## config.mk

```make
export PLATFORM = sky130hd
export DESIGN_NAME = rect_fill_engine_flat
export DESIGN_NICKNAME = d
export VERILOG_FILES = /design/src/rtl/rect_pkg.sv /design/src/rtl/rect_fill_engine_if.sv /design/src/rtl/rect_wben_gen.sv /design/src/rtl/rect_fill_engine.sv /design/src/flat_wrapper.sv
export SDC_FILE = /design/constraint.sdc
export NUM_CORES = 1
export LEC_CHECK = 0
export ABC_AREA = 1
export BUFFER_PORTS_ARGS = -buffer_cell sky130_fd_sc_hd__buf_2
export CAP_MARGIN = 5
export CORE_MARGIN = 5
export CORE_UTILIZATION = 38
export CTS_BUF_LIST = sky130_fd_sc_hd__clkbuf_2
export CTS_CLUSTER_DIAMETER = 200
export DETAILED_ROUTE_END_ITERATION = 10
export SKIP_LAST_GASP = 1
export SLEW_MARGIN = 20
export SYNTH_ARGS = -nofsm -noshare
export SYNTH_HDL_FRONTEND = slang
export SYNTH_SLANG_ARGS = --single-unit
```

## constraint.sdc

```tcl
create_clock -name clk -period 12.2 [get_ports clk]
set_input_delay 2.44 -clock clk [delete_from_list [all_inputs] [get_ports clk]]
set_output_delay 2.44 -clock clk [all_outputs]
set_load 0.005 [all_outputs]
```

## src/rtl/rect_pkg.sv

```systemverilog
// Shared types and constants for the rectangle fill engine: FSM encoding,
// command byte layout and pixel packing.
package rect_pkg;

    typedef enum logic [2:0] {
        DECODE,
        CLIP,
        ADDR,
        DRIVE,
        DONE
    } state_e;

    localparam int CMD_LEN = 12;

    typedef logic [3:0] byte_idx_t;

    // Byte positions within a command, MSB of each 16-bit field first.
    localparam byte_idx_t B_MODE   = 4'd0;
    localparam byte_idx_t B_X_HI   = 4'd1;
    localparam byte_idx_t B_X_LO   = 4'd2;
    localparam byte_idx_t B_Y_HI   = 4'd3;
    localparam byte_idx_t B_Y_LO   = 4'd4;
    localparam byte_idx_t B_W_HI   = 4'd5;
    localparam byte_idx_t B_W_LO   = 4'd6;
    localparam byte_idx_t B_H_HI   = 4'd7;
    localparam byte_idx_t B_H_LO   = 4'd8;
    localparam byte_idx_t B_R      = 4'd9;
    localparam byte_idx_t B_G      = 4'd10;
    localparam byte_idx_t B_B      = 4'd11;
    localparam byte_idx_t B_LAST   = byte_idx_t'(CMD_LEN - 1);

    localparam int MODE_OUTLINE_BIT = 0;

    function automatic logic [15:0] pack_pixel(input logic [3:0] r,
                                               input logic [3:0] g,
                                               input logic [3:0] b);
        return {4'h0, r, g, b};
    endfunction

endpackage

```

## src/rtl/rect_fill_engine_if.sv

```systemverilog
// Command-FIFO and arbiter-write signals of the fill engine; master is the
// engine side, slave is the FIFO/arbiter side.
interface rect_fill_engine_if #(
    parameter int DATA_W = 32,
    parameter int ADDR_W = 18
);
    logic [7:0]          cmd_fifo_data;
    logic                cmd_fifo_rts;
    logic                cmd_fifo_rtr;
    logic [DATA_W-1:0]   arb_data;
    logic [ADDR_W-1:0]   arb_addr;
    logic [DATA_W/8-1:0] arb_wben;
    logic                arb_rts;
    logic                arb_rtr;

    modport master (
        input  cmd_fifo_data, cmd_fifo_rts, arb_rtr,
        output cmd_fifo_rtr, arb_data, arb_addr, arb_wben, arb_rts
    );

    modport slave (
        output cmd_fifo_data, cmd_fifo_rts, arb_rtr,
        input  cmd_fifo_rtr, arb_data, arb_addr, arb_wben, arb_rts
    );
endinterface

```

## src/rtl/rect_wben_gen.sv

```systemverilog
// Per-word byte-enable generator: enables each 16-bit pixel slot whose column
// is inside [x0,x1], or only the edge columns on outline interior rows.
module rect_wben_gen #(
    parameter int DATA_W = 32
) (
    input  logic [15:0]         word_col_i,
    input  logic [15:0]         x0_i,
    input  logic [15:0]         x1_i,
    input  logic                outline_row_i,
    output logic [DATA_W/8-1:0] wben_o
);
    localparam int PIX_PER_WORD = DATA_W / 16;
    localparam int PIX_SHIFT    = $clog2(PIX_PER_WORD);

    for (genvar p = 0; p < PIX_PER_WORD; p++) begin : g_slot
        logic [16:0] col;
        logic        en;

        assign col = ({1'b0, word_col_i} << PIX_SHIFT) + 17'(p);
        assign en  = outline_row_i
                   ? ((col == {1'b0, x0_i}) || (col == {1'b0, x1_i}))
                   : ((col >= {1'b0, x0_i}) && (col <= {1'b0, x1_i}));
        assign wben_o[2*p +: 2] = {2{en}};
    end

endmodule

```

## src/rtl/rect_fill_engine.sv

```systemverilog
// Rectangle fill engine: decodes 12-byte rectangle commands and streams clipped
// solid/outline word writes with per-pixel byte enables to a frame-buffer arbiter.
module rect_fill_engine
    import rect_pkg::*;
#(
    parameter int FB_WIDTH  = 640,
    parameter int FB_HEIGHT = 480,
    parameter int DATA_W    = 32,
    parameter int ADDR_W    = 18
) (
    input  logic               clk,
    input  logic               rst_,
    rect_fill_engine_if.master bus,
    output logic               busy,
    output logic               done
);
    localparam int PIX_PER_WORD  = DATA_W / 16;
    localparam int PIX_SHIFT     = $clog2(PIX_PER_WORD);
    localparam int WORDS_PER_ROW = FB_WIDTH / PIX_PER_WORD;

    state_e              state_q, state_d;
    byte_idx_t           byte_idx_q;
    logic                mode_q;
    logic [15:0]         x_q, y_q, w_q, h_q;
    logic [3:0]          r_q, g_q, b_q;
    logic [15:0]         x1_q, y1_q, row_q, col_q;
    logic [ADDR_W-1:0]   row_base_q;

    logic                cmd_xfc, arb_xfc;
    logic [16:0]         x1_sum, y1_sum;
    logic [15:0]         x1_clip, y1_clip, wc0, wc1;
    logic                reject, outline_row, row_last_word, last_row;
    logic [DATA_W/8-1:0] wben;
    logic [15:0]         pixel;

    assign cmd_xfc = bus.cmd_fifo_rts & bus.cmd_fifo_rtr;
    assign arb_xfc = bus.arb_rts & bus.arb_rtr;

    // 17-bit sums so a far corner beyond 0xFFFF still clips instead of wrapping.
    assign x1_sum  = {1'b0, x_q} + {1'b0, w_q} - 17'd1;
    assign y1_sum  = {1'b0, y_q} + {1'b0, h_q} - 17'd1;
    assign x1_clip = (x1_sum > 17'(FB_WIDTH - 1))  ? 16'(FB_WIDTH - 1)  : x1_sum[15:0];
    assign y1_clip = (y1_sum > 17'(FB_HEIGHT - 1)) ? 16'(FB_HEIGHT - 1) : y1_sum[15:0];
    assign reject  = (w_q == 16'd0) || (h_q == 16'd0) ||
                     (x_q >= 16'(FB_WIDTH)) || (y_q >= 16'(FB_HEIGHT));

    assign wc0           = x_q >> PIX_SHIFT;
    assign wc1           = x1_q >> PIX_SHIFT;
    assign outline_row   = mode_q && (row_q > y_q) && (row_q < y1_q);
    assign row_last_word = (col_q == wc1);
    assign last_row      = (row_q == y1_q);
    assign pixel         = pack_pixel(r_q, g_q, b_q);

    rect_wben_gen #(.DATA_W(DATA_W)) u_wben_gen (
        .word_col_i    (col_q),
        .x0_i          (x_q),
        .x1_i          (x1_q),
        .outline_row_i (outline_row),
        .wben_o        (wben)
    );

    always_ff @(posedge clk) begin
        if (rst_) state_q <= DECODE;
        else      state_q <= state_d;
    end

    always_comb begin
        // NOTE: every combinational output gets a default first so no path infers a latch.
        state_d = state_q;
        unique case (state_q)
            DECODE:  if (cmd_xfc && byte_idx_q == B_LAST) state_d = CLIP;
            CLIP:    state_d = reject ? DONE : ADDR;
            ADDR:    state_d = DRIVE;
            DRIVE:   if (arb_xfc && row_last_word && last_row) state_d = DONE;
            DONE:    state_d = DECODE;
            default: state_d = DECODE;
        endcase
    end

    always_comb begin
        bus.cmd_fifo_rtr = 1'b0;
        bus.arb_rts      = 1'b0;
        bus.arb_addr     = '0;
        bus.arb_data     = '0;
        bus.arb_wben     = '0;
        busy             = 1'b1;
        done             = 1'b0;
        unique case (state_q)
            DECODE: begin
                bus.cmd_fifo_rtr = 1'b1;
                busy             = 1'b0;
            end
            DRIVE: begin
                bus.arb_rts  = 1'b1;
                bus.arb_addr = row_base_q + ADDR_W'(col_q);
                bus.arb_data = {PIX_PER_WORD{pixel}};
                bus.arb_wben = wben;
            end
            DONE:    done = 1'b1;
            default: ;
        endcase
    end

    always_ff @(posedge clk) begin
        if (rst_)         byte_idx_q <= '0;
        else if (cmd_xfc) byte_idx_q <= (byte_idx_q == B_LAST) ? '0 : byte_idx_q + 4'd1;
    end

    // NOTE: command fields and walk counters carry no reset; they are only
    // observed in DRIVE, which is always entered through DECODE/CLIP/ADDR loads.
    always_ff @(posedge clk) begin
        if (state_q == DECODE && cmd_xfc) begin
            case (byte_idx_q)
                B_MODE:  mode_q     <= bus.cmd_fifo_data[MODE_OUTLINE_BIT];
                B_X_HI:  x_q[15:8]  <= bus.cmd_fifo_data;
                B_X_LO:  x_q[7:0]   <= bus.cmd_fifo_data;
                B_Y_HI:  y_q[15:8]  <= bus.cmd_fifo_data;
                B_Y_LO:  y_q[7:0]   <= bus.cmd_fifo_data;
                B_W_HI:  w_q[15:8]  <= bus.cmd_fifo_data;
                B_W_LO:  w_q[7:0]   <= bus.cmd_fifo_data;
                B_H_HI:  h_q[15:8]  <= bus.cmd_fifo_data;
                B_H_LO:  h_q[7:0]   <= bus.cmd_fifo_data;
                B_R:     r_q        <= bus.cmd_fifo_data[3:0];
                B_G:     g_q        <= bus.cmd_fifo_data[3:0];
                B_B:     b_q        <= bus.cmd_fifo_data[3:0];
                default: ;
            endcase
        end

        case (state_q)
            CLIP: begin
                x1_q <= x1_clip;
                y1_q <= y1_clip;
            end
            ADDR: begin
                row_base_q <= ADDR_W'(y_q) * ADDR_W'(WORDS_PER_ROW);
                col_q      <= wc0;
                row_q      <= y_q;
            end
            DRIVE: begin
                if (arb_xfc) begin
                    if (!row_last_word) begin
                        // Outline interior rows jump straight from the x0 word to the x1 word.
                        col_q <= outline_row ? wc1 : col_q + 16'd1;
                    end else if (!last_row) begin
                        row_q      <= row_q + 16'd1;
                        row_base_q <= row_base_q + ADDR_W'(WORDS_PER_ROW);
                        col_q      <= wc0;
                    end
                end
            end
            default: ;
        endcase
    end

endmodule

```

## src/flat_wrapper.sv

```systemverilog
// flat-port wrapper written by rule: the top's interface ports become plain ports
module rect_fill_engine_flat import rect_pkg::*;
#(
    parameter int FB_WIDTH  = 640,
    parameter int FB_HEIGHT = 480,
    parameter int DATA_W    = 32,
    parameter int ADDR_W    = 18
)
  (clk, rst_, busy, done, bus_cmd_fifo_data, bus_cmd_fifo_rts, bus_arb_rtr, bus_cmd_fifo_rtr, bus_arb_data, bus_arb_addr, bus_arb_wben, bus_arb_rts);
  rect_fill_engine_if #(.DATA_W(DATA_W), .ADDR_W(ADDR_W)) bus_i ();
  input  logic clk;
  input  logic rst_;
  output logic busy;
  output logic done;
  input wire logic [$bits(bus_i.cmd_fifo_data)-1:0] bus_cmd_fifo_data;
  input wire logic [$bits(bus_i.cmd_fifo_rts)-1:0] bus_cmd_fifo_rts;
  input wire logic [$bits(bus_i.arb_rtr)-1:0] bus_arb_rtr;
  output wire logic [$bits(bus_i.cmd_fifo_rtr)-1:0] bus_cmd_fifo_rtr;
  output wire logic [$bits(bus_i.arb_data)-1:0] bus_arb_data;
  output wire logic [$bits(bus_i.arb_addr)-1:0] bus_arb_addr;
  output wire logic [$bits(bus_i.arb_wben)-1:0] bus_arb_wben;
  output wire logic [$bits(bus_i.arb_rts)-1:0] bus_arb_rts;
  assign bus_i.cmd_fifo_data = bus_cmd_fifo_data;
  assign bus_i.cmd_fifo_rts = bus_cmd_fifo_rts;
  assign bus_i.arb_rtr = bus_arb_rtr;
  assign bus_cmd_fifo_rtr = bus_i.cmd_fifo_rtr;
  assign bus_arb_data = bus_i.arb_data;
  assign bus_arb_addr = bus_i.arb_addr;
  assign bus_arb_wben = bus_i.arb_wben;
  assign bus_arb_rts = bus_i.arb_rts;
  rect_fill_engine #(.FB_WIDTH(FB_WIDTH), .FB_HEIGHT(FB_HEIGHT), .DATA_W(DATA_W), .ADDR_W(ADDR_W)) u_core (.clk(clk), .rst_(rst_), .bus(bus_i), .busy(busy), .done(done));
endmodule
```

==> impl_metrics.prom <==
# TYPE chip_impl_metric gauge
chip_impl_metric{name="fp-row-count",unit=""} 67
chip_impl_metric{name="grt_antenna_before_repair",unit=""} 1
chip_impl_metric{name="final_period_minus_worst_setup_slack",unit="ns"} 5.75
chip_impl_metric{name="fp.dieH",unit="µm"} 193
chip_impl_metric{name="final_hold_viol_count",unit=""} 0
chip_impl_metric{name="synth-warning-count",unit=""} 0
chip_impl_metric{name="clk_path_buf_depth",unit=""} 2
chip_impl_metric{name="netlist-cell-type-count",unit=""} 49
chip_impl_info{name="synth-main-ff-cell",value="edfxtp_1"} 1
chip_impl_metric{name="wl_per_cell",unit="µm"} 14.9
chip_impl_metric{name="cts_made_buffers",unit=""} 17
chip_impl_metric{name="yosys-mux-area-fraction",unit=""} 0
chip_impl_metric{name="period_share",unit=""} 0.472
chip_impl_metric{name="seq_area_frac_synth",unit=""} 0.371
chip_impl_metric{name="drt-initial-drc-count",unit=""} 656
chip_impl_metric{name="drt_first_pass_iters",unit=""} 7
chip_impl_metric{name="critical_path.max_fanout",unit=""} 18
chip_impl_metric{name="leftover_overflow_at_the_end_of_global_routing",unit=""} 0
chip_impl_metric{name="powerDensity",unit="nW/µm²"} 71.6
chip_impl_metric{name="clkSinkCount",unit=""} 160
chip_impl_metric{name="finalMaxSlewViolations",unit=""} 0
chip_impl_metric{name="drc_markers",unit=""} 0
chip_impl_metric{name="top_level_ports",unit=""} 70
chip_impl_metric{name="place.port_buffers",unit=""} 61
chip_impl_metric{name="synthToLayoutAreaGrowth",unit="%"} 8.12
chip_impl_metric{name="hold_depth",unit=""} 2
chip_impl_metric{name="final_util",unit=""} 0.414
chip_impl_metric{name="dp.cells",unit=""} 2123
chip_impl_info{name="critPathKind",value="flop to output port"} 1
chip_impl_info{name="final_cell_mix",value="nand2_1, inv_1, ha_1, edfxtp_1, nor2_1"} 1
chip_impl_metric{name="antenna_violating_nets_post_route",unit=""} 0
chip_impl_metric{name="area_of_the_multi_input_gates",unit="µm²"} 6650
chip_impl_metric{name="mappedNetlistArea",unit="µm²"} 12800
chip_impl_info{name="crit_path_start_kind",value="flop"} 1
chip_impl_metric{name="hpwl",unit="mm"} 25.4
chip_impl_metric{name="r2r_cells",unit=""} 18
chip_impl_metric{name="total_leakage_power",unit="nW"} 6.84
chip_impl_metric{name="final.setup.tns",unit="ns"} 0
chip_impl_metric{name="post_synth_xor_xnor_area",unit=""} 0.0213
chip_impl_info{name="clock_tree_from_tritoncts",value="yes"} 1
chip_impl_metric{name="initial_utilization",unit=""} 0.383
chip_impl_info{name="synth_top_family_by_area",value="simple AND/OR/NAND/NOR gates"} 1
chip_impl_metric{name="worst_ir_drop_vdd",unit="V"} 0.0000602
chip_impl_metric{name="wl",unit="mm"} 32.1
chip_impl_metric{name="critPathRequiredTime",unit="ns"} 9.76
chip_impl_metric{name="vias",unit=""} 10549
chip_impl_metric{name="synth_area_in_compound_gates",unit=""} 0.0714
chip_impl_metric{name="timing_worst_slew_pin_value",unit="ns"} 0.841
chip_impl_metric{name="detail_route.vias_per_cell",unit=""} 4.89
chip_impl_info{name="hold_start",value="u_core.x_q[13]$_DFFE_PP_"} 1
chip_impl_metric{name="achievable-frequency",unit="GHz"} 0.174
chip_impl_metric{name="net_count_reported_at_finish",unit=""} 1870
chip_impl_metric{name="fill_cells",unit=""} 3461
chip_impl_metric{name="timing.final.setup_violations",unit=""} 0
chip_impl_info{name="path_category_of_the_worst_min_delay_check",value="flop to flop"} 1
chip_impl_metric{name="yosys.area_share.adder",unit=""} 0.163
chip_impl_info{name="run_status",value="finished clean"} 1
chip_impl_metric{name="die_w",unit="µm"} 193
chip_impl_metric{name="drv_cap",unit=""} 0
chip_impl_info{name="worst_r2r_startpoint",value="u_core.y_q[1]$_DFFE_PP_"} 1
chip_impl_metric{name="postSynthAreaPerCell",unit="µm²"} 7.86
chip_impl_metric{name="cp.arrival",unit="ns"} 3.31
chip_impl_metric{name="total_power",unit="mW"} 0.988
chip_impl_info{name="r2r_end",value="u_core.y1_q[8]$_SDFFCE_PN1N_"} 1
chip_impl_metric{name="synth-edff-count",unit=""} 153
chip_impl_info{name="critPathCaptureType",value="output port"} 1
chip_impl_metric{name="grt_max_degree",unit=""} 50
chip_impl_metric{name="postCtsSetupRepairBufs",unit=""} 0
chip_impl_metric{name="coreArea",unit="µm²"} 33400
chip_impl_metric{name="finalNonFillerCells",unit=""} 2156
chip_impl_metric{name="timing.slew.headroom",unit=""} 0.438
chip_impl_metric{name="postCtsResizedCells",unit=""} 0
chip_impl_metric{name="synthSimpleGateAreaFrac",unit=""} 0.256
chip_impl_metric{name="ys_ff_latch",unit=""} 160
chip_impl_metric{name="worst-r2r-setup-slack",unit="ns"} 9.21
chip_impl_metric{name="hold_buffers",unit=""} 0
chip_impl_metric{name="worst_setup_hold_path_clk_slew",unit="ns"} 0.28
chip_impl_metric{name="post_synth_inst_count",unit=""} 1624
chip_impl_metric{name="fin_skew",unit="ns"} 0.0628
chip_impl_info{name="ctsRootBufferMaster",value="clkbuf_2"} 1
chip_impl_metric{name="ff_latch_area",unit="µm²"} 4730
chip_impl_metric{name="clkLatencyLatePin",unit="ns"} 0.77
chip_impl_metric{name="global_route_wire_length_before_repair",unit="mm"} 51.8
chip_impl_metric{name="first_global_vias",unit=""} 10037
chip_impl_metric{name="drive_above_1_share",unit=""} 0.0961
chip_impl_metric{name="grt_usage",unit=""} 0.169
chip_impl_info{name="worst_hold_path.endpoint",value="u_core.col_q[12]$_DFFE_PP_"} 1
chip_impl_info{name="rsz_0062_raised_after_global_routing",value="no"} 1
chip_impl_metric{name="dieArea",unit="µm²"} 37400
chip_impl_metric{name="globalplace.congestion",unit=""} 0.902
chip_impl_metric{name="async_flop_share",unit=""} 0
chip_impl_metric{name="h-tree-depth",unit=""} 4
chip_impl_info{name="mostFrequentLayoutCell",value="nand2_1"} 1
[flip-flops by register name, indices dropped and copies added (netlist names)]
signal             flops
u_core.state_q         3
u_core.w_q            16
u_core.r_q             4
u_core.y1_q           16
u_core.byte_idx_q      4
u_core.mode_q          1
u_core.h_q            16
u_core.row_base_q     12
u_core.x1_q           16
u_core.col_q          16
u_core.g_q             4
u_core.x_q            16
u_core.y_q            16
u_core.row_q          16
u_core.b_q             4
[logic make-up after synthesis]
group | after synthesis
other | 1
flip-flops | 160
AO/OA/AOI/OAI | 168
adder cells (fa/ha/maj) | 164
buffers and inverters | 370
XOR/XNOR | 31
AND/OR/NAND/NOR | 730
[metrics by stage]
step                setup slack [ns]  hold slack [ns]  instance area (µm²)
floorplan                       7.24            0.502                12800
global placement                7.28            0.527                13500
detailed placement              7.25            0.541                13500
CTS                             6.40            0.557                13800
global route                    6.14            0.612                13800
finish                          6.45            0.560                13800
[worst max path at each step]
stage | startpoint | end | slack (ns) | cells after the start
2_1_floorplan | bus_arb_rtr | u_core.row_base_q[10]$_DFFE_PP_ | 7.24 | 2
4_1_cts | u_core.row_q[7]$_DFFE_PP_ | bus_arb_wben[2] | 6.40 | 12
3_5_place_dp | u_core.row_q[13]$_DFFE_PP_ | bus_arb_wben[2] | 7.25 | 11
3_3_place_gp | u_core.row_q[7]$_DFFE_PP_ | bus_arb_wben[1] | 7.28 | 12
6_report | u_core.row_q[7]$_DFFE_PP_ | bus_arb_wben[2] | 6.45 | 12
5_1_grt | u_core.row_q[7]$_DFFE_PP_ | bus_arb_wben[0] | 6.14 | 12
[critical path, stage by stage (launching register included)]
cell	delay (ns)
edfxtp_1	0.56
ha_1	0.35
nand2_1	0.07
nor2_1	0.17
nand2_1	0.07
nand2_1	0.06
nand2_1	0.06
nand2_2	0.31
nand3_2	0.43
nand2_1	0.18
nand2_1	0.06
nor2_1	0.12
buf_2	0.13
[cell type report]
type                    instances  share of cell area
well taps                     448              0.0406
repair buffers                 68              0.0259
flip-flops and latches        160               0.343
multi-input cells            1114               0.482
inverters                     333              0.0906
clock inverters                15              0.0117
clock buffers                  17             0.00616
diodes                          1            0.000181
[report_power, final]
| part | switching [mW] | internal, mW | total, mW | leakage [nW] |
|---|---|---|---|---|
| Combinational | 0.0529 | 0.0237 | 0.0766 | 5.26 |
| Clock | 0.210 | 0.0973 | 0.307 | 0.145 |
| Sequential | 0.00185 | 0.602 | 0.604 | 1.43 |
| Total | 0.265 | 0.723 | 0.988 | 6.84 |
[cells in the mapped netlist, types with 6 or more instances]
master    count  area [µm²]
nand3b_1     10        75.1
xnor2_1      11        96.3
a31oi_1       6        37.5
o21ai_0      50         250
nor2_1      122         458
nor4_1        6        37.5
nand2_2      11        68.8
nand3_1     112         561
inv_1       322        1210
inv_2         8        30.0
buf_2         7        35.0
xor2_1       20         175
nand3_2       9        90.1
nand4_1      29         181
nand2_1     375        1410
dfxtp_1       7         140
ha_1        160        2000
nor2_2       14        87.6
nor3_1       18        90.1
o22ai_1       7        43.8
buf_4        24         180
edfxtp_1    153        4590
a21oi_1      75         375
o21ai_1      12        60.1
[per-layer routing]
metal	GRT usage	up-vias	share of wire
li1	-	5396	-
met5	0	-	0
met1	0.243	4904	0.49
met2	0.277	229	0.45
met4	0.0315	0	0.0088
met3	0.0197	20	0.042
Power figures use the tool's default switching activity.
